**src/rtl/keypad_pkg.sv**
```systemverilog
// keypad_pkg: shared state encoding, column constants and code helpers for the
// 4x4 keypad scan controller.
package keypad_pkg;

  localparam int unsigned RowW  = 4;
  localparam int unsigned ColW  = 4;
  localparam int unsigned CodeW = 4;

  // Scan FSM state encoding
  typedef logic [1:0] scan_state_t;

  localparam scan_state_t StScan     = 2'd0;
  localparam scan_state_t StDebounce = 2'd1;
  localparam scan_state_t StHeld     = 2'd2;

  // One-hot column strobes
  localparam logic [ColW-1:0] Col0     = 4'b0001;
  localparam logic [ColW-1:0] Col1     = 4'b0010;
  localparam logic [ColW-1:0] Col2     = 4'b0100;
  localparam logic [ColW-1:0] Col3     = 4'b1000;
  localparam logic [ColW-1:0] ColReset = Col0;

  // Key code is row_index*4 + col_index
  function automatic logic [CodeW-1:0] encode_code(input logic [1:0] row_idx,
                                                   input logic [1:0] col_idx);
    return {row_idx, col_idx};
  endfunction

  // Lowest set row bit wins, so ghosted patterns resolve to the lowest row
  function automatic logic [1:0] lowest_row(input logic [RowW-1:0] r);
    logic [1:0] idx;
    idx = 2'd0;
    for (int i = RowW - 1; i >= 0; i--) begin
      if (r[i]) idx = i[1:0];
    end
    return idx;
  endfunction

  // Index of the currently driven column
  function automatic logic [1:0] col_index(input logic [ColW-1:0] c);
    logic [1:0] idx;
    case (c)
      Col1:    idx = 2'd1;
      Col2:    idx = 2'd2;
      Col3:    idx = 2'd3;
      default: idx = 2'd0;
    endcase
    return idx;
  endfunction

  // Rotate 0001 -> 0010 -> 0100 -> 1000 -> 0001
  function automatic logic [ColW-1:0] next_col(input logic [ColW-1:0] c);
    return {c[ColW-2:0], c[ColW-1]};
  endfunction

endpackage

```
**src/rtl/keypad_row_sync.sv**
```systemverilog
// keypad_row_sync: two-flop synchronizer bringing the raw keypad row lines into
// the Clk domain.
module keypad_row_sync
  import keypad_pkg::*;
(
  input  logic            Clk,
  input  logic            Reset_n,
  input  logic [RowW-1:0] row,
  output logic [RowW-1:0] row_s
);

  logic [RowW-1:0] meta_q;
  logic [RowW-1:0] sync_q;

  // Two-stage capture of the asynchronous row lines
  always_ff @(posedge Clk or negedge Reset_n) begin
    if (!Reset_n) begin
      meta_q <= '0;
      sync_q <= '0;
    end else begin
      meta_q <= row;
      sync_q <= meta_q;
    end
  end

  assign row_s = sync_q;

endmodule

```
**src/rtl/keypad_scan_ctrl.sv**
```systemverilog
// keypad_scan_ctrl: column scan, press/release debounce and valid/ack hand-off
// of 4-bit key codes for a 4x4 matrix keypad.
// Optional auto-repeat while a key is held: define KEYPAD_REPEAT_EN.
module keypad_scan_ctrl
  import keypad_pkg::*;
#(
  parameter int unsigned SCAN_DIV       = 7,
  parameter int unsigned DEBOUNCE_SCANS = 3,
  parameter int unsigned REPEAT_SCANS   = 64
) (
  input  logic             Clk,
  input  logic             Reset_n,
  input  logic [RowW-1:0]  row,
  input  logic             key_ack,
  output logic [ColW-1:0]  col,
  output logic [CodeW-1:0] code,
  output logic             key_valid,
  output logic             key_held,
  output logic             overrun
);

  localparam int unsigned       DwellW    = $clog2(SCAN_DIV);
  localparam logic [DwellW-1:0] DwellLast = DwellW'(SCAN_DIV - 1);
  localparam int unsigned       CntW      = $clog2(DEBOUNCE_SCANS + 1);
  localparam logic [CntW-1:0]   CntDone   = CntW'(DEBOUNCE_SCANS);
  localparam logic [CntW-1:0]   CntOne    = CntW'(1);

`ifdef KEYPAD_REPEAT_EN
  localparam bit                RepeatEn  = 1'b1;
  localparam int unsigned       RptW      = $clog2(REPEAT_SCANS + 1);
  localparam logic [RptW-1:0]   RptDone   = RptW'(REPEAT_SCANS);
`else
  localparam bit                RepeatEn  = 1'b0;
`endif

  // Stop elaboration on parameter values that cannot scan correctly
  if (SCAN_DIV < 4 || DEBOUNCE_SCANS < 1 || (RepeatEn && REPEAT_SCANS < 1)) begin : g_bad_param
    $error("keypad_scan_ctrl: illegal parameter value");
  end

  logic [RowW-1:0]   row_s;
  logic              sample;
  logic              row_hit;
  logic [CodeW-1:0]  sample_code;
  logic              accept;

  scan_state_t       state_q, state_d;
  logic [DwellW-1:0] dwell_q, dwell_d;
  logic [ColW-1:0]   col_q, col_d;
  logic [CodeW-1:0]  cand_q, cand_d;
  logic [CntW-1:0]   match_q, match_d, match_inc;
  logic [CntW-1:0]   rel_q, rel_d, rel_inc;
  logic              held_q, held_d;
  logic              valid_q, valid_d;
  logic [CodeW-1:0]  code_q, code_d;
  logic              ovr_q, ovr_d;
`ifdef KEYPAD_REPEAT_EN
  logic [RptW-1:0]   rpt_q, rpt_d, rpt_inc;
`endif

  keypad_row_sync u_row_sync (
    .Clk     (Clk),
    .Reset_n (Reset_n),
    .row     (row),
    .row_s   (row_s)
  );

  // Row lines are only looked at on the last dwell cycle of each column
  assign sample      = (dwell_q == DwellLast);
  assign dwell_d     = sample ? '0 : dwell_q + 1'b1;
  assign row_hit     = |row_s;
  assign sample_code = encode_code(lowest_row(row_s), col_index(col_q));
  assign match_inc   = match_q + 1'b1;
  assign rel_inc     = rel_q + 1'b1;
`ifdef KEYPAD_REPEAT_EN
  assign rpt_inc     = rpt_q + 1'b1;
`endif

  // Scan/debounce/held sequencing, evaluated once per sample event
  always_comb begin
    state_d = state_q;
    col_d   = col_q;
    cand_d  = cand_q;
    match_d = match_q;
    rel_d   = rel_q;
    held_d  = held_q;
    accept  = 1'b0;
`ifdef KEYPAD_REPEAT_EN
    rpt_d   = rpt_q;
`endif
    if (sample) begin
      case (state_q)
        StScan: begin
          if (!row_hit) begin
            col_d = next_col(col_q);
          end else begin
            cand_d  = sample_code;
            match_d = CntOne;
            if (CntDone == CntOne) accept = 1'b1;
            else                   state_d = StDebounce;
          end
        end
        StDebounce: begin
          if (row_hit && (sample_code == cand_q)) begin
            match_d = match_inc;
            if (match_inc == CntDone) accept = 1'b1;
          end else begin
            match_d = '0;
            col_d   = next_col(col_q);
            state_d = StScan;
          end
        end
        StHeld: begin
          if (!row_hit) begin
            rel_d = rel_inc;
`ifdef KEYPAD_REPEAT_EN
            rpt_d = '0;
`endif
            if (rel_inc == CntDone) begin
              rel_d   = '0;
              held_d  = 1'b0;
              col_d   = next_col(col_q);
              state_d = StScan;
            end
          end else begin
            rel_d = '0;
`ifdef KEYPAD_REPEAT_EN
            rpt_d = rpt_inc;
            if (rpt_inc == RptDone) accept = 1'b1;
`endif
          end
        end
        default: begin
          state_d = StScan;
          col_d   = ColReset;
          match_d = '0;
          rel_d   = '0;
        end
      endcase
    end
    if (accept) begin
      state_d = StHeld;
      held_d  = 1'b1;
      match_d = '0;
      rel_d   = '0;
`ifdef KEYPAD_REPEAT_EN
      rpt_d   = '0;
`endif
    end
  end

  // Consumer hand-off: an accept in the same cycle as key_ack wins and is not an overrun
  always_comb begin
    valid_d = valid_q;
    code_d  = code_q;
    ovr_d   = ovr_q;
    if (key_ack && valid_q) valid_d = 1'b0;
    if (accept) begin
      if (valid_q && !key_ack) ovr_d = 1'b1;
      valid_d = 1'b1;
      code_d  = cand_d;
    end
  end

  // State registers
  always_ff @(posedge Clk or negedge Reset_n) begin
    if (!Reset_n) begin
      state_q <= StScan;
      dwell_q <= '0;
      col_q   <= ColReset;
      cand_q  <= '0;
      match_q <= '0;
      rel_q   <= '0;
      held_q  <= 1'b0;
      valid_q <= 1'b0;
      code_q  <= '0;
      ovr_q   <= 1'b0;
`ifdef KEYPAD_REPEAT_EN
      rpt_q   <= '0;
`endif
    end else begin
      state_q <= state_d;
      dwell_q <= dwell_d;
      col_q   <= col_d;
      cand_q  <= cand_d;
      match_q <= match_d;
      rel_q   <= rel_d;
      held_q  <= held_d;
      valid_q <= valid_d;
      code_q  <= code_d;
      ovr_q   <= ovr_d;
`ifdef KEYPAD_REPEAT_EN
      rpt_q   <= rpt_d;
`endif
    end
  end

  assign col       = col_q;
  assign code      = code_q;
  assign key_valid = valid_q;
  assign key_held  = held_q;
  assign overrun   = ovr_q;

endmodule

```
**config.mk**
```make
export PLATFORM = sky130hd
export DESIGN_NAME = keypad_scan_ctrl
export DESIGN_NICKNAME = d
export VERILOG_FILES = /design/src/rtl/keypad_pkg.sv /design/src/rtl/keypad_row_sync.sv /design/src/rtl/keypad_scan_ctrl.sv
export SDC_FILE = /design/constraint.sdc
export NUM_CORES = 1
export LEC_CHECK = 0
export BUFFER_PORTS_ARGS = -buffer_cell sky130_fd_sc_hd__clkbuf_2
export CAP_MARGIN = 20
export CORE_UTILIZATION = 60
export DETAILED_ROUTE_END_ITERATION = 12
export PLACE_DENSITY = 0.85
export SLEW_MARGIN = 30
export SYNTH_ARGS = -nofsm -noshare
export SYNTH_HDL_FRONTEND = slang
export SYNTH_SLANG_ARGS = --single-unit
```
**constraint.sdc**
```tcl
create_clock -name Clk -period 4.4 [get_ports Clk]
set_input_delay 0.44 -clock Clk [delete_from_list [all_inputs] [get_ports Clk]]
set_output_delay 0.44 -clock Clk [all_outputs]
set_load 0.02 [all_outputs]
```
; Word level (Yosys, flattened, before mapping)
; Cells that the tools add are included.
[op_classes]
add_sub_neg = 3
muxes = 41
n_eq_ne = 20
reduce_logical = 17
[ops]
columns = cell, count
row1 = $mux W2, 17
row2 = $mux W4, 7
row3 = $pmux W2 S3, 3
row4 = $ne A3 B3 Y1 const B, 4
row5 = $pmux W4 S3, 1
row6 = $mux W1, 11
row7 = $ne A2 B2 Y1 const B, 5
row8 = $reduce_and A5 Y1, 2
row9 = $reduce_bool A2 Y1, 4
row10 = $eq A2 B2 Y1 const B, 3
row11 = $add A2 B1 Y2 const B, 2
row12 = $eq A4 B2 Y1 const B, 1
row13 = $eq A4 B3 Y1 const B, 1
row14 = $eq A4 B4 Y1, 1
row15 = $eq A4 B4 Y1 const B, 1
row16 = $ne A2 B1 Y1 const B, 2
row17 = $pmux W2 S2, 1
row18 = $reduce_and A2 Y1, 2
row19 = $reduce_and A4 Y1, 1
row20 = $reduce_or A4 Y1, 1
row21 = $add A3 B1 Y3 const B, 1
row22 = $eq A3 B3 Y1 const B, 1
row23 = $logic_and A1 B1 Y1, 3
row24 = $mux W3, 1
row25 = 5 further kinds, 5
[word_totals]
output_inout_bits = 11
regBits = 32
word_cells = 93
in_bits = 7

; Longest topological paths before layout
; Gate-level depths: netlist (run 1).
[depth]
ltp_word = 11
depth_mapped = 7
mapped_depth_nobuf = 6

; By module
; Synthesis (run 1) repeated with hierarchy kept, for this count alone.
[hier_totals]
hier_cells = 130
hier_area_um2 = 1522.7
[by_module_without_submodules]
columns = mod, n_inst, seq_area_each_um2, cells_each, area_each_um2
row1 = keypad_scan_ctrl, 1, 601.8, 122, 1322.5
row2 = keypad_row_sync, 1, 200.2, 8, 200.2

; Least setup slack after synthesis (run 1)
; No wires, ideal clock.
[synth_path]
path_kind = reg2reg
startpoint = register col_q[1], in the netlist col[1]
endpoint = register code_q[0], in the netlist code[0]
n_path_buf = 1
t_arrival_ns = 1.806
period_less_slack_ns = 1.931
path_slack_ns = 2.469
stages_incl_launch_ff = 6
setup_ns = 0.125
required_time_ns = 4.275
path_cell_list = dfrtp_1 > buf_2 > or3_1 > a21oi_1 > o2111ai_4 > mux2_2
[synth_between]
elab_chain_cells = 7
elab_cells_between_ends = 12
cone_classes = eq/ne: 4 / mux: 7 / reduce/logical: 1
[synth_lines]
columns = element, line
row1 = "start, declared", keypad_scan_ctrl.sv:49  ; logic [ColW-1:0] col_q, col_d;
row2 = "start signal, assigned", keypad_scan_ctrl.sv:170  ; col_q <= ColReset;
row3 = "start signal, assigned", keypad_scan_ctrl.sv:184  ; col_q <= col_d;
row4 = "$eq A4 B4 Y1, or another cell as far along", keypad_pkg.sv:42  ; case (c)
row5 = $pmux W2 S3 *, keypad_pkg.sv:42
row6 = $eq A4 B4 Y1, keypad_scan_ctrl.sv:104  ; if (row_hit && (sample_code == cand_q)) begin
row7 = $logic_and A1 B1 Y1, keypad_scan_ctrl.sv:104
row8 = $mux W1, keypad_scan_ctrl.sv:104
row9 = $mux W1, keypad_scan_ctrl.sv:92  ; case (state_q)
row10 = $mux W1, keypad_scan_ctrl.sv:91  ; if (sample) begin
row11 = "end signal, assigned", keypad_scan_ctrl.sv:190  ; code_q <= code_d;
row12 = "end, declared", keypad_scan_ctrl.sv:55  ; logic [CodeW-1:0] code_q, code_d;
; Every way passes the cells marked *; elsewhere a longest branch is shown, timed or not.
; A chain may end at the register's enable or synchronous reset.

; Final worst setup path (run 1)
[layout_path]
startpoint = register u_row_sync.sync_q[1], in the netlist u_row_sync.row_s[1]
endpoint = register col_q[0], in the netlist col[0]
[layout_between]
elab_chain_cells = 6
elab_cells_between_ends = 9
cone_classes = eq/ne: 4 / mux: 2 / reduce/logical: 3
[layout_lines]
columns = element, line
row1 = "start, declared", keypad_row_sync.sv:13  ; logic [RowW-1:0] sync_q;
row2 = "start signal, assigned", keypad_row_sync.sv:22  ; sync_q <= meta_q;
row3 = $mux W2 (2 in a row), keypad_pkg.sv:34  ; if (r[i]) idx = i[1:0];
row4 = $eq A4 B4 Y1, keypad_scan_ctrl.sv:104
row5 = $logic_and A1 B1 Y1, keypad_scan_ctrl.sv:104
row6 = $ne A2 B2 Y1 (no source line), -
row7 = $reduce_and A5 Y1 (no source line) *, -
; Marked as above.

==> run summary, run 1 <==
The path class of the tightest hold or removal check is input pin to async pin. Wires add up to about 2800 um. The count of different cell masters after synthesis came out at 37.

The max-cap violation count came out at 0. The congestion estimate from routability-driven global placement came to between 0.8 and 0.9. The area overhead of the layout relative to synthesis is 13.8%. The summed negative setup slack over all endpoints is 0 ns.

0 antenna diodes ended up in the layout. The average routed wire per standard cell came out at around 16 um. The first global-routing pass estimated ~4600 um of wire. The count of fill cells added during filler insertion came out at about 160. Row generation in the floorplan step produced 17 rows. Once layout is complete, the cells apart from fillers number 177. The final hold violation count is 0. The largest stage delay on the critical path came out at 0.66 ns. TritonCTS built the clock tree.

The share of synthesized area occupied by flip-flops and latches is between 50% and 60%. The count of buffers inserted at the top-level ports came out at 17. The vertical die dimension is about 51 um. The number of nets handed over by synthesis was roughly 140. Counting I/O delays and the setup requirement, the final critical path takes 2.12 ns. The count of placed standard cells including taps came out at roughly 170. For this run, global-route usage on met2 was measured as a little over two fifths. STA classifies the critical path endpoint as a flop.

In this run the post-CTS setup repair buffer count came out at 0. In the synthesized netlist, the cells that appear most often are sky130_fd_sc_hd__dfrtp_1, sky130_fd_sc_hd__nand2_1, sky130_fd_sc_hd__nor2_1, sky130_fd_sc_hd__o21ai_0, sky130_fd_sc_hd__mux2_2. The number of optimization iterations in the first detailed-route pass is 4. The effective utilization at floorplan is roughly 64%. The count of flip-flops with a built-in enable after synthesis came out at 0. Measured against its own limit, the worst slew margin works out to between 40% and 50%. The share of the synthesized area in the top cell type is 54.1%. The overall die area came out at ~2600 um^2. The global routing met3 resource utilization is between 8 and 9%.

The number of H-tree branching levels came out at 2. The design draws between 0.7 and 0.8 mW. For this design, the sink count on the clock tree is 32. The total of warnings raised by yosys came out at 0. The placement-stage worst setup slack is about 2.4 ns. The setup clock skew after layout is around 0.0085 ns. The overall global routing resource usage came out at 24.9%. Cells fill about three quarters of the core in the end. The number of buffers added by the clock tree synthesis step came out at 5. In the post-route analysis, the smallest setup slack over all paths is 2.28 ns.

By area the synthesized netlist is led by sky130_fd_sc_hd__dfrtp_1, sky130_fd_sc_hd__mux2_2, sky130_fd_sc_hd__nand2_1. The cell with the most instances after synthesis is sky130_fd_sc_hd__dfrtp_1. The clock input transition at the sequential cells of the worst setup and hold paths came out at 0.10 ns. The post-detailed-placement half-perimeter wirelength came out at between 1500 and 2000 um.

The worst supply voltage drop on vdd came out at approximately 0.00036 V. The number of vias after detailed routing came out at ~1.1k. Using the TritonRoute via totals, the vias-per-cell ratio works out to between 6 and 7. The largest net degree at the start of global routing is 33. For this design, the CTS-stage hold fixing added 0 buffers.

Walking the worst path, the cells encountered are nor4_1 > a21boi_0 > o21ai_1 > nor2_1 > mux2i_1. The largest fanout on the critical path came out at 8. From left edge to right edge, the die measures ~50 um. The run finished with clean final reports. The setup path with the least slack is of type flop to flop. The maximum frequency from static timing analysis came out at 471 MHz. Setup repair after global routing left no endpoint under its margin. The clock latency reported for the late side of the worst-skew pair is ~0.34 ns. The final clock period utilization by the worst path came out at between 40% and 50%. The met1 demand-to-capacity share in global routing came out at roughly 28%. The power density over cell area came out at roughly 450 nW/um^2. The signal arrival time at the worst endpoint came out at ~2.4 ns. The required time at the endpoint of the critical path is roughly 4.7 ns. The mean area per synthesized cell is around 11 um^2.

The core footprint came out at about 2200 um^2. The global routing stage identified its most utilized layer as met2. The measured slew at the worst slew-check pin came out at roughly 0.75 ns. In this run the clock root is driven by a sky130_fd_sc_hd__clkbuf_4. Of all flip-flops after synthesis, the portion carrying an async set or reset was between 90% and 100%.

In this run the cell area of the synthesized design comes to about 1400 um^2. The final layout net count came out at approximately 160. The overall overflow remaining after global route came out at 0. The DRC violation count after routing came out at 0.

The prevailing post-synth register cell is sky130_fd_sc_hd__dfrtp_1. Setup violations remaining at the end of the flow were counted as 0. The post-CTS resize count is 0. The synthesized design contains 32 register bits. In this run the static leakage power is about 0.77 nW. The max-slew violation count came to 0. The post-route netlist has 26.2% of its cells at a drive strength greater than 1. The biggest area contributor in the post-synthesis netlist is sky130_fd_sc_hd__dfrtp_1.

STA classifies the critical path startpoint as a flop. In this run the count of I/O pins placed on the die edge is 18. The count of antenna-violating nets left after detailed routing came out at 0. The maximum root-to-sink buffer count is 2. For this block, the initial DRC count from the detailed router was 45. The initial antenna violation count was 0. The count of mapped cells out of synthesis came out at 128. The slowest stage of the critical path belongs to the cell sky130_fd_sc_hd__nor4_1. The number of global-route vias before repair came to about 1.1k.
[final timing paths]
kind	start	slack, ns	cells after the start	to
max	u_row_sync.row_s[1]$_DFF_PN0_	2.28	5	col[0]$_DFFE_PN1P_
min	Reset_n	0.15	1	key_held$_DFFE_PN0P_
max reg2reg	u_row_sync.row_s[1]$_DFF_PN0_	2.28	5	col[0]$_DFFE_PN1P_
min reg2reg	u_row_sync.meta_q[2]$_DFF_PN0_	0.35	0	u_row_sync.row_s[2]$_DFF_PN0_
max in group asynchronous	Reset_n	3.77	1	dwell_q[2]$_DFF_PN0_
min in group Clk	row[2]	0.21	1	u_row_sync.meta_q[2]$_DFF_PN0_
[flip-flops by register name, summed over array words and instances (netlist names)]
name	count
cand_q	4
code	4
col	4
u_row_sync.meta_q	4
u_row_sync.row_s	4
dwell_q	3
match_q	2
rel_q	2
state_q	2
key_held	1
key_valid	1
overrun	1
[placed cells by master (no fill, tap or decap), types with 2 or more instances in the layout]
cell,synthesis,routed
sky130_fd_sc_hd__a21boi_0,2,2
sky130_fd_sc_hd__a21oi_1,5,5
sky130_fd_sc_hd__a31oi_1,3,3
sky130_fd_sc_hd__clkbuf_2,0,17
sky130_fd_sc_hd__clkbuf_4,0,5
sky130_fd_sc_hd__clkbuf_8,0,2
sky130_fd_sc_hd__dfrtp_1,31,31
sky130_fd_sc_hd__inv_1,3,3
sky130_fd_sc_hd__mux2_2,7,7
sky130_fd_sc_hd__mux2i_1,3,3
sky130_fd_sc_hd__nand2_1,13,13
sky130_fd_sc_hd__nand2b_1,3,3
sky130_fd_sc_hd__nor2_1,10,10
sky130_fd_sc_hd__nor2b_1,2,2
sky130_fd_sc_hd__nor3_1,3,3
sky130_fd_sc_hd__o211ai_1,2,2
sky130_fd_sc_hd__o21ai_0,9,9
sky130_fd_sc_hd__o21bai_1,2,2
sky130_fd_sc_hd__o31ai_1,5,5
sky130_fd_sc_hd__or3_1,2,2
sky130_fd_sc_hd__xnor2_1,2,2
[power by group]
part           total [mW]  internal [mW]  switching (mW)
sequential          0.359          0.325          0.0337
combinational       0.122         0.0518          0.0706
clock               0.250          0.151          0.0991
[logic make-up after synthesis]
| family | share of synthesized area [%] |
|---|---|
| AO/OA/AOI/OAI | 18.0 |
| multiplexers | 7.59 |
| XOR/XNOR | 1.83 |
| flip-flops | 55.9 |
| adder cells (fa/ha/maj) | 0.872 |
| AND/OR/NAND/NOR | 13.8 |
| buffers and inverters | 2.01 |
[critical path: cells and delay by family, from the launching register on]
| family | cells | cell delay [ns] |
|---|---|---|
| AND/OR/NAND/NOR | 2 | 0.89 |
| AO/OA/AOI/OAI | 2 | 0.43 |
| multiplexers | 1 | 0.27 |
| flip-flops | 1 | 0.44 |
[layout make-up]
type	count	area [um^2]	area share, %
sequential	32	802	49.2
timing repair buffer	17	85.1	5.21
multi-input combinational	89	603	37.0
tap	28	35.0	2.15
inverter	3	11.3	0.690
clock inverter	1	30.0	1.84
clock buffer	7	65.1	3.99
[stage by stage]
stage          hold WS [ns]  cell area (um^2)
6_report              0.149              1630
5_1_grt               0.187              1630
4_1_cts               0.184              1630
3_3_place_gp          0.332              1540
3_5_place_dp          0.335              1540
2_1_floorplan         0.144              1430
[routing by layer]
layer,wire (um),up-vias
met3,160,7
met1,1140,524
met5,0,-
met2,1410,43
li1,-,499
met4,59,0
Note: power is estimated with default switching activity, not from simulation.
==> run 2, diff against run 1 <==
--- a/config.mk
+++ b/config.mk
@@ -5,11 +5,12 @@
 export SDC_FILE = /design/constraint.sdc
 export NUM_CORES = 1
 export LEC_CHECK = 0
+export ABC_AREA = 1
 export BUFFER_PORTS_ARGS = -buffer_cell sky130_fd_sc_hd__clkbuf_2
 export CAP_MARGIN = 20
-export CORE_UTILIZATION = 60
+export CORE_UTILIZATION = 50
 export DETAILED_ROUTE_END_ITERATION = 12
-export PLACE_DENSITY = 0.85
+export PLACE_DENSITY = 0.76
 export SLEW_MARGIN = 30
 export SYNTH_ARGS = -nofsm -noshare
 export SYNTH_HDL_FRONTEND = slang
==> constraint.sdc (replaced) <==
create_clock -name Clk -period 1.7 [get_ports Clk]
set_input_delay 0.17 -clock Clk [delete_from_list [all_inputs] [get_ports Clk]]
set_output_delay 0.17 -clock Clk [all_outputs]
set_load 0.02 [all_outputs]
==> run 2 against run 1 <==
  * Core utilization decreased by 10 points
  * Critical endpoint is now rel_q[1]$_DFFE_PN0P_
  * Non-clock buffer count increased by 9
  * Wire length decreased by 0.61%
  * Synthesized area increased by 0.26%
  * Critical path type unchanged
  * Via count increased by 12%
  * Clock power increased by 86%
  * First-iteration DRC count decreased by 49%
  * Clock skew decreased by 0.0033 ns
  * Sequential share of layout area decreased by 2.5 points
==> run summary, run 2 <==
Result of the run: complete, no violations (unchanged). The number of nets produced by synthesis came out at 182 (was 136). The number of buffers added by the clock tree synthesis step came to 5 (unchanged).

The post-route core utilization is 63.1% (was 73.1%). The DRC violation count after routing is 0 (unchanged). The cell with the most instances after synthesis is sky130_fd_sc_hd__nand2_1 (was sky130_fd_sc_hd__dfrtp_1). The core footprint came to 2730 um^2 (was 2230 um^2).

The cell that appears most often on the critical path is sky130_fd_sc_hd__nand2_1. The final clock period utilization by the worst path is 92.3% (was 48.3%). The number of cells on the worst reg-to-reg path is 10 (was 5). The clock input transition at the sequential cells of the worst setup and hold paths is 0.10 ns (about the same). The buffering stage count on the worst path with inverters included came out at 0 (unchanged). The share of synthesized area occupied by flip-flops and latches came to 55.8% (was 55.9%).

The final RePlAce weighted congestion is 0.922 (was 0.836). The biggest area consumer among synthesized cells is sky130_fd_sc_hd__dfrtp_1 (unchanged). The placement-stage worst setup slack came out at 0.0140 ns (was 2.37 ns). The number of global-route vias before repair is 1153 (was 1056).

The worst hold path depth is 4. The clock tree from TritonCTS is done (unchanged). The async set or reset register ratio after synthesis is 100% (unchanged). The leakage power total came out at 0.918 nW (was 0.774 nW). The kind of cell adding the most delay to the critical path is simple AND/OR/NAND/NOR gates (unchanged). The vertical die dimension came to 55.6 um (was 50.9 um).

The clock latency reported for the late side of the worst-skew pair is 0.34 ns (about the same). The largest stage delay on the critical path came out at 0.45 ns (was 0.66 ns). The final total power came out at 1.71 mW (was 0.731 mW). The max-cap violation count was 0 (unchanged). The final critical-path setup slack is 0.130 ns (was 2.28 ns). The setup clock skew after layout was 0.00519 ns (was 0.00853 ns). Commonest cells after routing, fill and taps aside: sky130_fd_sc_hd__nand2_1, sky130_fd_sc_hd__dfrtp_1, sky130_fd_sc_hd__inv_1 (was sky130_fd_sc_hd__dfrtp_1, sky130_fd_sc_hd__clkbuf_2, sky130_fd_sc_hd__nand2_1). The final layout net count is 214 (was 156). The power density over cell area came out at 995 nW/um^2 (was 448 nW/um^2). The overall die area came to 3090 um^2 (was 2590 um^2). The initial antenna violation count is 0 (unchanged). Critical Path, Cell by Cell: nor2_1 > nand3_2 > nand2_1 > nand2_1 > nor2_4 > nand3_4 > nand2_1 > nand2_1 > nand2_1 > nand2_1 (was nor4_1 > a21boi_0 > o21ai_1 > nor2_1 > mux2i_1). The number of violations reported at the end of detailed-routing iteration 0 is 23 (was 45). The number of H-tree branching levels is 2 (unchanged).

The number of vias after detailed routing is 1207 (was 1073). The die width came out at 55.6 um (was 50.9 um). The signal arrival time at the worst endpoint came to 1.81 ns (was 2.38 ns).

The overall overflow remaining after global route is 0 (unchanged). The required time at the endpoint of the critical path was 1.94 ns (was 4.65 ns). The number of optimization iterations in the first detailed-route pass came out at 4 (unchanged). The count of flip-flops with a built-in enable after synthesis came out at 0 (unchanged). The prevailing post-synth register cell is sky130_fd_sc_hd__dfrtp_1 (unchanged). The effective utilization at floorplan came out at 52.6% (was 64.2%). The first-pass GRT wire length came out at 4730 um (was 4560 um). The measured slew at the worst slew-check pin came out at 0.765 ns (was 0.755 ns).

The largest fanout on the critical path is 9 (was 8). The number of vias per cell is 5.07 (was 6.06). The number of I/O pins came out at 18 (unchanged).

The sum of routed wire length over all layers is 2750 um (was 2770 um). The area of the mapped netlist came out at 1440 um^2 (was 1430 um^2). The master cell of the clock root buffer is sky130_fd_sc_hd__clkbuf_4 (unchanged). The end of the worst hold path is key_valid$_DFFE_PN0P_. The largest net degree at the start of global routing is 33 (unchanged). The post-detailed-placement half-perimeter wirelength came to 1940 um (was 1860 um). The average routed wire per standard cell came out at 11.6 um (was 15.6 um). The total placed instance area is 1570 um^2 (was 1540 um^2). The number of antenna diodes was 0 (unchanged). The placement row count came to 19 (was 17). The class of the worst hold path was input pin to flop (was input pin to async pin).

The maximum root-to-sink buffer count was 2 (unchanged). Ranking of synthesized cells by instance count: sky130_fd_sc_hd__nand2_1, sky130_fd_sc_hd__dfrtp_1, sky130_fd_sc_hd__inv_1, sky130_fd_sc_hd__nor2_1, sky130_fd_sc_hd__nand3_1 (was sky130_fd_sc_hd__dfrtp_1, sky130_fd_sc_hd__nand2_1, sky130_fd_sc_hd__nor2_1, sky130_fd_sc_hd__o21ai_0, sky130_fd_sc_hd__mux2_2). The register bit count reported by yosys was 32 (unchanged). The share of the synthesized area in the top cell type is 54.0% (was 54.1%). The area overhead of the layout relative to synthesis is 19.9% (was 13.8%). The count of mapped cells out of synthesis is 174 (was 128).

The maximum frequency from static timing analysis is 637 MHz (was 471 MHz). The total of warnings raised by yosys came out at 0 (unchanged). The type of the setup path with the least slack was flop to flop (unchanged).

The count of buffers inserted at the top-level ports came to 17 (unchanged). The setup slack on the worst flop-to-flop path came out at 0.13 ns (was 2.28 ns). The max-slew violation count is 0 (unchanged). The most common cell after layout, fill and taps aside is sky130_fd_sc_hd__nand2_1 (was sky130_fd_sc_hd__dfrtp_1). The startpoint of the most critical register-to-register path is col[2]$_DFFE_PN0P_ (was u_row_sync.row_s[1]$_DFF_PN0_). The relative slew slack is 49.0% (was 49.7%). The start point of the worst hold path is key_ack. The worst supply voltage drop on vdd came out at 0.000769 V (was 0.000365 V). The overall global routing resource usage came out at 20.3% (was 24.9%).

The cell with the largest stage delay on the worst path is sky130_fd_sc_hd__dfrtp_2 (was sky130_fd_sc_hd__nor4_1). The count of different cell masters after synthesis is 23 (was 37). The kind of start point of the critical path was a flop (unchanged). The post-layout instance area is 1720 um^2 (was 1630 um^2).

The final setup violation count is 0 (unchanged). The summed negative setup slack over all endpoints is 0 ns (unchanged). The count of antenna-violating nets left after detailed routing is 0 (unchanged). The share of layout cells above drive strength 1 came to 21.7% (was 26.2%). The mean area per synthesized cell was 8.26 um^2 (was 11.2 um^2). The capture instance of the worst register-to-register path is rel_q[1]$_DFFE_PN0P_ (was col[0]$_DFFE_PN1P_).

The final hold violation count is 0 (unchanged). Cells taking the most area after synthesis: sky130_fd_sc_hd__dfrtp_1, sky130_fd_sc_hd__nand2_1, sky130_fd_sc_hd__inv_1 (was sky130_fd_sc_hd__dfrtp_1, sky130_fd_sc_hd__mux2_2, sky130_fd_sc_hd__nand2_1). The sink count of the clock tree came out at 32 (unchanged). The final critical path time including I/O delays and setup came to 1.57 ns (was 2.12 ns).

The nature of the critical path endpoint is a flop (unchanged).
-- run 2: cell count changes after synthesis, moves of 4 or more --
cell	delta
sky130_fd_sc_hd__nand4_1	+4
sky130_fd_sc_hd__mux2_2	-7
sky130_fd_sc_hd__inv_1	+24
sky130_fd_sc_hd__o21ai_0	-4
sky130_fd_sc_hd__nand2_1	+55
sky130_fd_sc_hd__a21oi_1	-4
sky130_fd_sc_hd__o31ai_1	-5
sky130_fd_sc_hd__nand3_1	+6
-- run 2: cells by family after synthesis --
family / synth area share, %
AOI/OAI and AO/OA: 6.96
adders and majority gates: 0.870
buffers and inverters: 8.36
DFF: 55.8
and+or+nand+nor: 28.0
-- run 2: how the worst max path moves through the flow --
stage / to / from / slack [ns] / cells past startpoint
after floorplan: state_q[0]$_DFFE_PN0P_ / col[2]$_DFFE_PN0P_ / 0.18 / 11
after global placement: rel_q[0]$_DFFE_PN0P_ / col[2]$_DFFE_PN0P_ / 0.11 / 10
after detailed placement: rel_q[1]$_DFFE_PN0P_ / u_row_sync.row_s[1]$_DFF_PN0_ / 0.01 / 10
after CTS: rel_q[1]$_DFFE_PN0P_ / u_row_sync.row_s[1]$_DFF_PN0_ / 0.07 / 10
after global routing: rel_q[0]$_DFFE_PN0P_ / u_row_sync.row_s[1]$_DFF_PN0_ / -0.008 / 10
final: rel_q[1]$_DFFE_PN0P_ / col[2]$_DFFE_PN0P_ / 0.13 / 10
-- run 2: worst register-to-register path: stages (launching register included) --
cell and delay [ns]:
sky130_fd_sc_hd__dfrtp_2 0.45, sky130_fd_sc_hd__nor2_1 0.16, sky130_fd_sc_hd__nand3_2 0.10, sky130_fd_sc_hd__nand2_1 0.06, sky130_fd_sc_hd__nand2_1 0.07, sky130_fd_sc_hd__nor2_4 0.16, sky130_fd_sc_hd__nand3_4 0.15, sky130_fd_sc_hd__nand2_1 0.12
sky130_fd_sc_hd__nand2_1 0.07, sky130_fd_sc_hd__nand2_1 0.06, sky130_fd_sc_hd__nand2_1 0.05
-- run 2: timing repair --
item,CTS,global route
hold endpoints to repair,35,0
gates resized for setup,1,7
pin swaps,0,1
endpoints found under the setup margin,1,11
hold buffers,5,0
setup buffers,0,2
-- run 2: metal layers --
metal / wire (um) / part of all wire [%] / vias to the layer above / GRT usage (%)
met5: 0 / 0 / - / 0
met4: 61 / 2.2 / 0 / 12.5
met3: 102 / 3.7 / 7 / 4.42
met2: 1450 / 53 / 24 / 34.9
met1: 1140 / 41 / 574 / 22.8
li1: - / - / 602 / -
-- run 2: metrics by stage --
step                      hold slack [ns]  instances
after floorplan                    -0.126        174
after global placement              0.263        223
after detailed placement            0.280        223
after CTS                          0.0981        236
after global routing                0.134        238
final                              0.0955        238
-- run 2: cell type report --
| cell class | count | area (um^2) |
|---|---|---|
| inverter | 29 | 109 |
| clock buffer | 6 | 51.3 |
| clock inverter | 2 | 15.0 |
| multi-input combinational | 112 | 541 |
| fill | 220 | 1010 |
| sequential | 32 | 805 |
| tap | 31 | 38.8 |
| timing repair buffer | 26 | 165 |
-- run 2: report_power, final --
| group | total (mW) | internal [mW] | switching [mW] |
|---|---|---|---|
| clock | 0.465 | 0.200 | 0.264 |
| combinational | 0.360 | 0.134 | 0.226 |
| sequential | 0.890 | 0.839 | 0.0514 |
==> run 3, diff against run 2 <==
--- a/config.mk
+++ b/config.mk
@@ -8,7 +8,9 @@
 export ABC_AREA = 1
 export BUFFER_PORTS_ARGS = -buffer_cell sky130_fd_sc_hd__clkbuf_2
 export CAP_MARGIN = 20
-export CORE_UTILIZATION = 50
+export CELL_PAD_IN_SITES_DETAIL_PLACEMENT = 2
+export CELL_PAD_IN_SITES_GLOBAL_PLACEMENT = 2
+export CORE_UTILIZATION = 30
 export DETAILED_ROUTE_END_ITERATION = 12
 export PLACE_DENSITY = 0.76
 export SLEW_MARGIN = 30
==> run 3 against run 2 <==
  * The run now ends with DRC left
  * Non-clock buffer count grew 1
  * Die area grew 64%
  * Clock power grew 30%
  * Largest cell class unchanged
  * Highest routed layer unchanged
==> run summary, run 3 (synthesis gave the netlist of run 2 again) <==
The total placed instance area came out at 1630 um^2 (was 1570 um^2). The number of vias per cell is 4.78 (was 5.07). Setup repair after global routing could not meet its margin everywhere. The maximum root-to-sink buffer count is 2 (unchanged). The start point of the worst hold path is key_ack (unchanged). The worst supply voltage drop on vdd is 0.000503 V (was 0.000769 V). The placement row count is 24 (was 19). The number of violations reported at the end of detailed-routing iteration 0 came out at 43 (was 23). The setup clock skew after layout is 0.00468 ns (was 0.00519 ns).

The overall global routing resource usage is 17.4% (was 20.3%). The share of layout cells above drive strength 1 came out at 24.0% (was 21.7%). The most common cell after layout, fill and taps aside is sky130_fd_sc_hd__nand2_1 (unchanged). Commonest cells after routing, fill and taps aside: sky130_fd_sc_hd__nand2_1, sky130_fd_sc_hd__dfrtp_1, sky130_fd_sc_hd__inv_1 (unchanged). The required time at the endpoint of the critical path is 1.89 ns (was 1.94 ns). The startpoint of the most critical register-to-register path is col[0]$_DFFE_PN1P_ (was col[2]$_DFFE_PN0P_).

The post-route core utilization is 40.6% (was 63.1%). The end of the worst hold path was key_valid$_DFFE_PN0P_ (unchanged). The kind of start point of the critical path is a flop (unchanged). The final critical-path setup slack is 0.138 ns (was 0.130 ns). Result of the run: finished, violations left (was complete, no violations). The overall overflow remaining after global route came out at 0 (unchanged). The count of antenna-violating nets left after detailed routing is 0 (unchanged). The power density over cell area came out at 1040 nW/um^2 (was 995 nW/um^2).

The timing startpoint of the critical path was col[0]$_DFFE_PN1P_ (was col[2]$_DFFE_PN0P_). The vertical die dimension is 71.2 um (was 55.6 um). The final RePlAce weighted congestion is 0.815 (was 0.922). The final clock period utilization by the worst path is 91.9% (was 92.3%). The max-slew violation count is 0 (unchanged).

The average routed wire per standard cell came out at 14.6 um (was 11.6 um). The number of antenna diodes is 0 (unchanged). The checks that failed: DRC. The measured slew at the worst slew-check pin came out at 0.422 ns (was 0.765 ns). The DRC violation count after routing came out at 1 (was 0).

The summed negative setup slack over all endpoints is 0 ns (unchanged). The clock latency reported for the late side of the worst-skew pair is 0.29 ns (was 0.34 ns). The die width is 71.2 um (was 55.6 um). The initial antenna violation count came to 0 (unchanged).

The area overhead of the layout relative to synthesis came out at 26.3% (was 19.9%). The number of buffers added by the clock tree synthesis step came out at 5 (unchanged). The relative slew slack was 71.8% (was 49.0%). The leakage power total came out at 0.941 nW (was 0.918 nW). The number of optimization iterations in the first detailed-route pass came out at 8 (was 4). The largest fanout on the critical path came out at 5 (was 9). The max-cap violation count was 0 (unchanged). The number of vias after detailed routing came out at 1244 (was 1207). The final setup violation count is 0 (unchanged). The clock input transition at the sequential cells of the worst setup and hold paths is 0.07 ns (was 0.10 ns). The effective utilization at floorplan came to 32.1% (was 52.6%). The class of the worst hold path is input pin to flop (unchanged).

The final layout net count is 215 (was 214). The sink count of the clock tree came out at 32 (unchanged). The setup slack on the worst flop-to-flop path is 0.14 ns (was 0.13 ns). The final critical path time including I/O delays and setup is 1.56 ns (was 1.57 ns).

The count of buffers inserted at the top-level ports is 17 (unchanged). The type of the setup path with the least slack is flop to flop (unchanged). The capture instance of the worst register-to-register path was rel_q[1]$_DFFE_PN0P_ (unchanged). The number of setup buffers added after CTS is 0 (unchanged). The signal arrival time at the worst endpoint was 1.75 ns (was 1.81 ns). The number of I/O pins came out at 18 (unchanged). The worst hold margin came out at 0.154 ns (was 0.0955 ns).

The number of H-tree branching levels came out at 2 (unchanged). The first-pass GRT wire length is 6670 um (was 4730 um). The sum of routed wire length over all layers is 3780 um (was 2750 um).

The core footprint is 4470 um^2 (was 2730 um^2). The number of global-route vias before repair is 1409 (was 1153). The overall die area is 5070 um^2 (was 3090 um^2). The final hold violation count came out at 0 (unchanged). The master cell of the clock root buffer was sky130_fd_sc_hd__clkbuf_8 (was sky130_fd_sc_hd__clkbuf_4).

The post-detailed-placement half-perimeter wirelength came out at 2800 um (was 1940 um). The count of fill cells added during filler insertion came out at 521 (was 220). The post-layout instance area came to 1820 um^2 (was 1720 um^2). The maximum frequency from static timing analysis was 640 MHz (was 637 MHz). The clock tree from TritonCTS is done (unchanged). The worst hold path depth came out at 4 (unchanged). The placement-stage worst setup slack came out at -0.0190 ns (was 0.0140 ns). The largest net degree at the start of global routing came out at 33 (unchanged). The number of cells on the worst reg-to-reg path came to 9 (was 10).

The nature of the critical path endpoint is a flop (unchanged).
## run 3: changes by cell type in the layout (fill, tap and decap cells not counted), sizes merged
cell | previous run | this run
clkinv | 0 | 1
buf | 4 | 5
clkbuf | 23 | 22
## run 3: cell type report
class / instances / area (um^2) / area share, %
Multi-Input combinational cell: 112 / 559 / 30.8
Sequential cell: 32 / 805 / 44.3
Clock inverter: 3 / 23.8 / 1.31
Tap cell: 52 / 65.1 / 3.58
Clock buffer: 5 / 68.8 / 3.79
Inverter: 29 / 109 / 6.00
Timing Repair Buffer: 27 / 185 / 10.2
## run 3: where the power goes
group          total, mW  internal [mW]  switching (mW)
clock              0.603          0.289           0.314
combinational      0.399          0.140           0.259
sequential         0.892          0.839          0.0530
total               1.89           1.27           0.626
## run 3: how the worst max path moves through the flow
| stage | end | slack, ns | cells after the start |
|---|---|---|---|
| 4_1_cts | rel_q[1]$_DFFE_PN0P_ | 0.01 | 10 |
| 3_5_place_dp | rel_q[1]$_DFFE_PN0P_ | -0.02 | 10 |
| 3_3_place_gp | rel_q[0]$_DFFE_PN0P_ | 0.11 | 10 |
| 2_1_floorplan | state_q[0]$_DFFE_PN0P_ | 0.18 | 11 |
| 6_report | rel_q[1]$_DFFE_PN0P_ | 0.14 | 9 |
| 5_1_grt | col[0]$_DFFE_PN1P_ | -0.02 | 9 |
## run 3: what timing repair did
item,CTS,global route
hold endpoints to repair,35,0
hold buffers,5,0
pin swaps,0,1
gates resized for setup,2,11
setup endpoints to repair,5,14
## run 3: per-layer routing
metal  vias to the layer above  track usage, %  routed length (um)
met3                         7            5.34                 146
met2                        19            29.5                1930
met4                         0            6.44                  57
met1                       615            20.9                1650
li1                        603               -                   -
met5                         -               0                   0
## run 3: critical path: stages (launching register included)
cell and delay (ns):
sky130_fd_sc_hd__dfstp_2 0.60, sky130_fd_sc_hd__nor2_2 0.07, sky130_fd_sc_hd__nand4_1 0.09, sky130_fd_sc_hd__nand2_1 0.09
sky130_fd_sc_hd__nor2_4 0.17, sky130_fd_sc_hd__nand3_4 0.12, sky130_fd_sc_hd__nand2_2 0.11, sky130_fd_sc_hd__nand2_1 0.08
sky130_fd_sc_hd__nand2_1 0.06, sky130_fd_sc_hd__nand2_1 0.04
## run 3: metrics by stage
step | std cells | power [mW]
6_report | 260 | 1.89
3_5_place_dp | 247 | 1.26
3_3_place_gp | 247 | 1.23
5_1_grt | 260 | 2.01
4_1_cts | 260 | 1.90
2_1_floorplan | 174 | 1.11
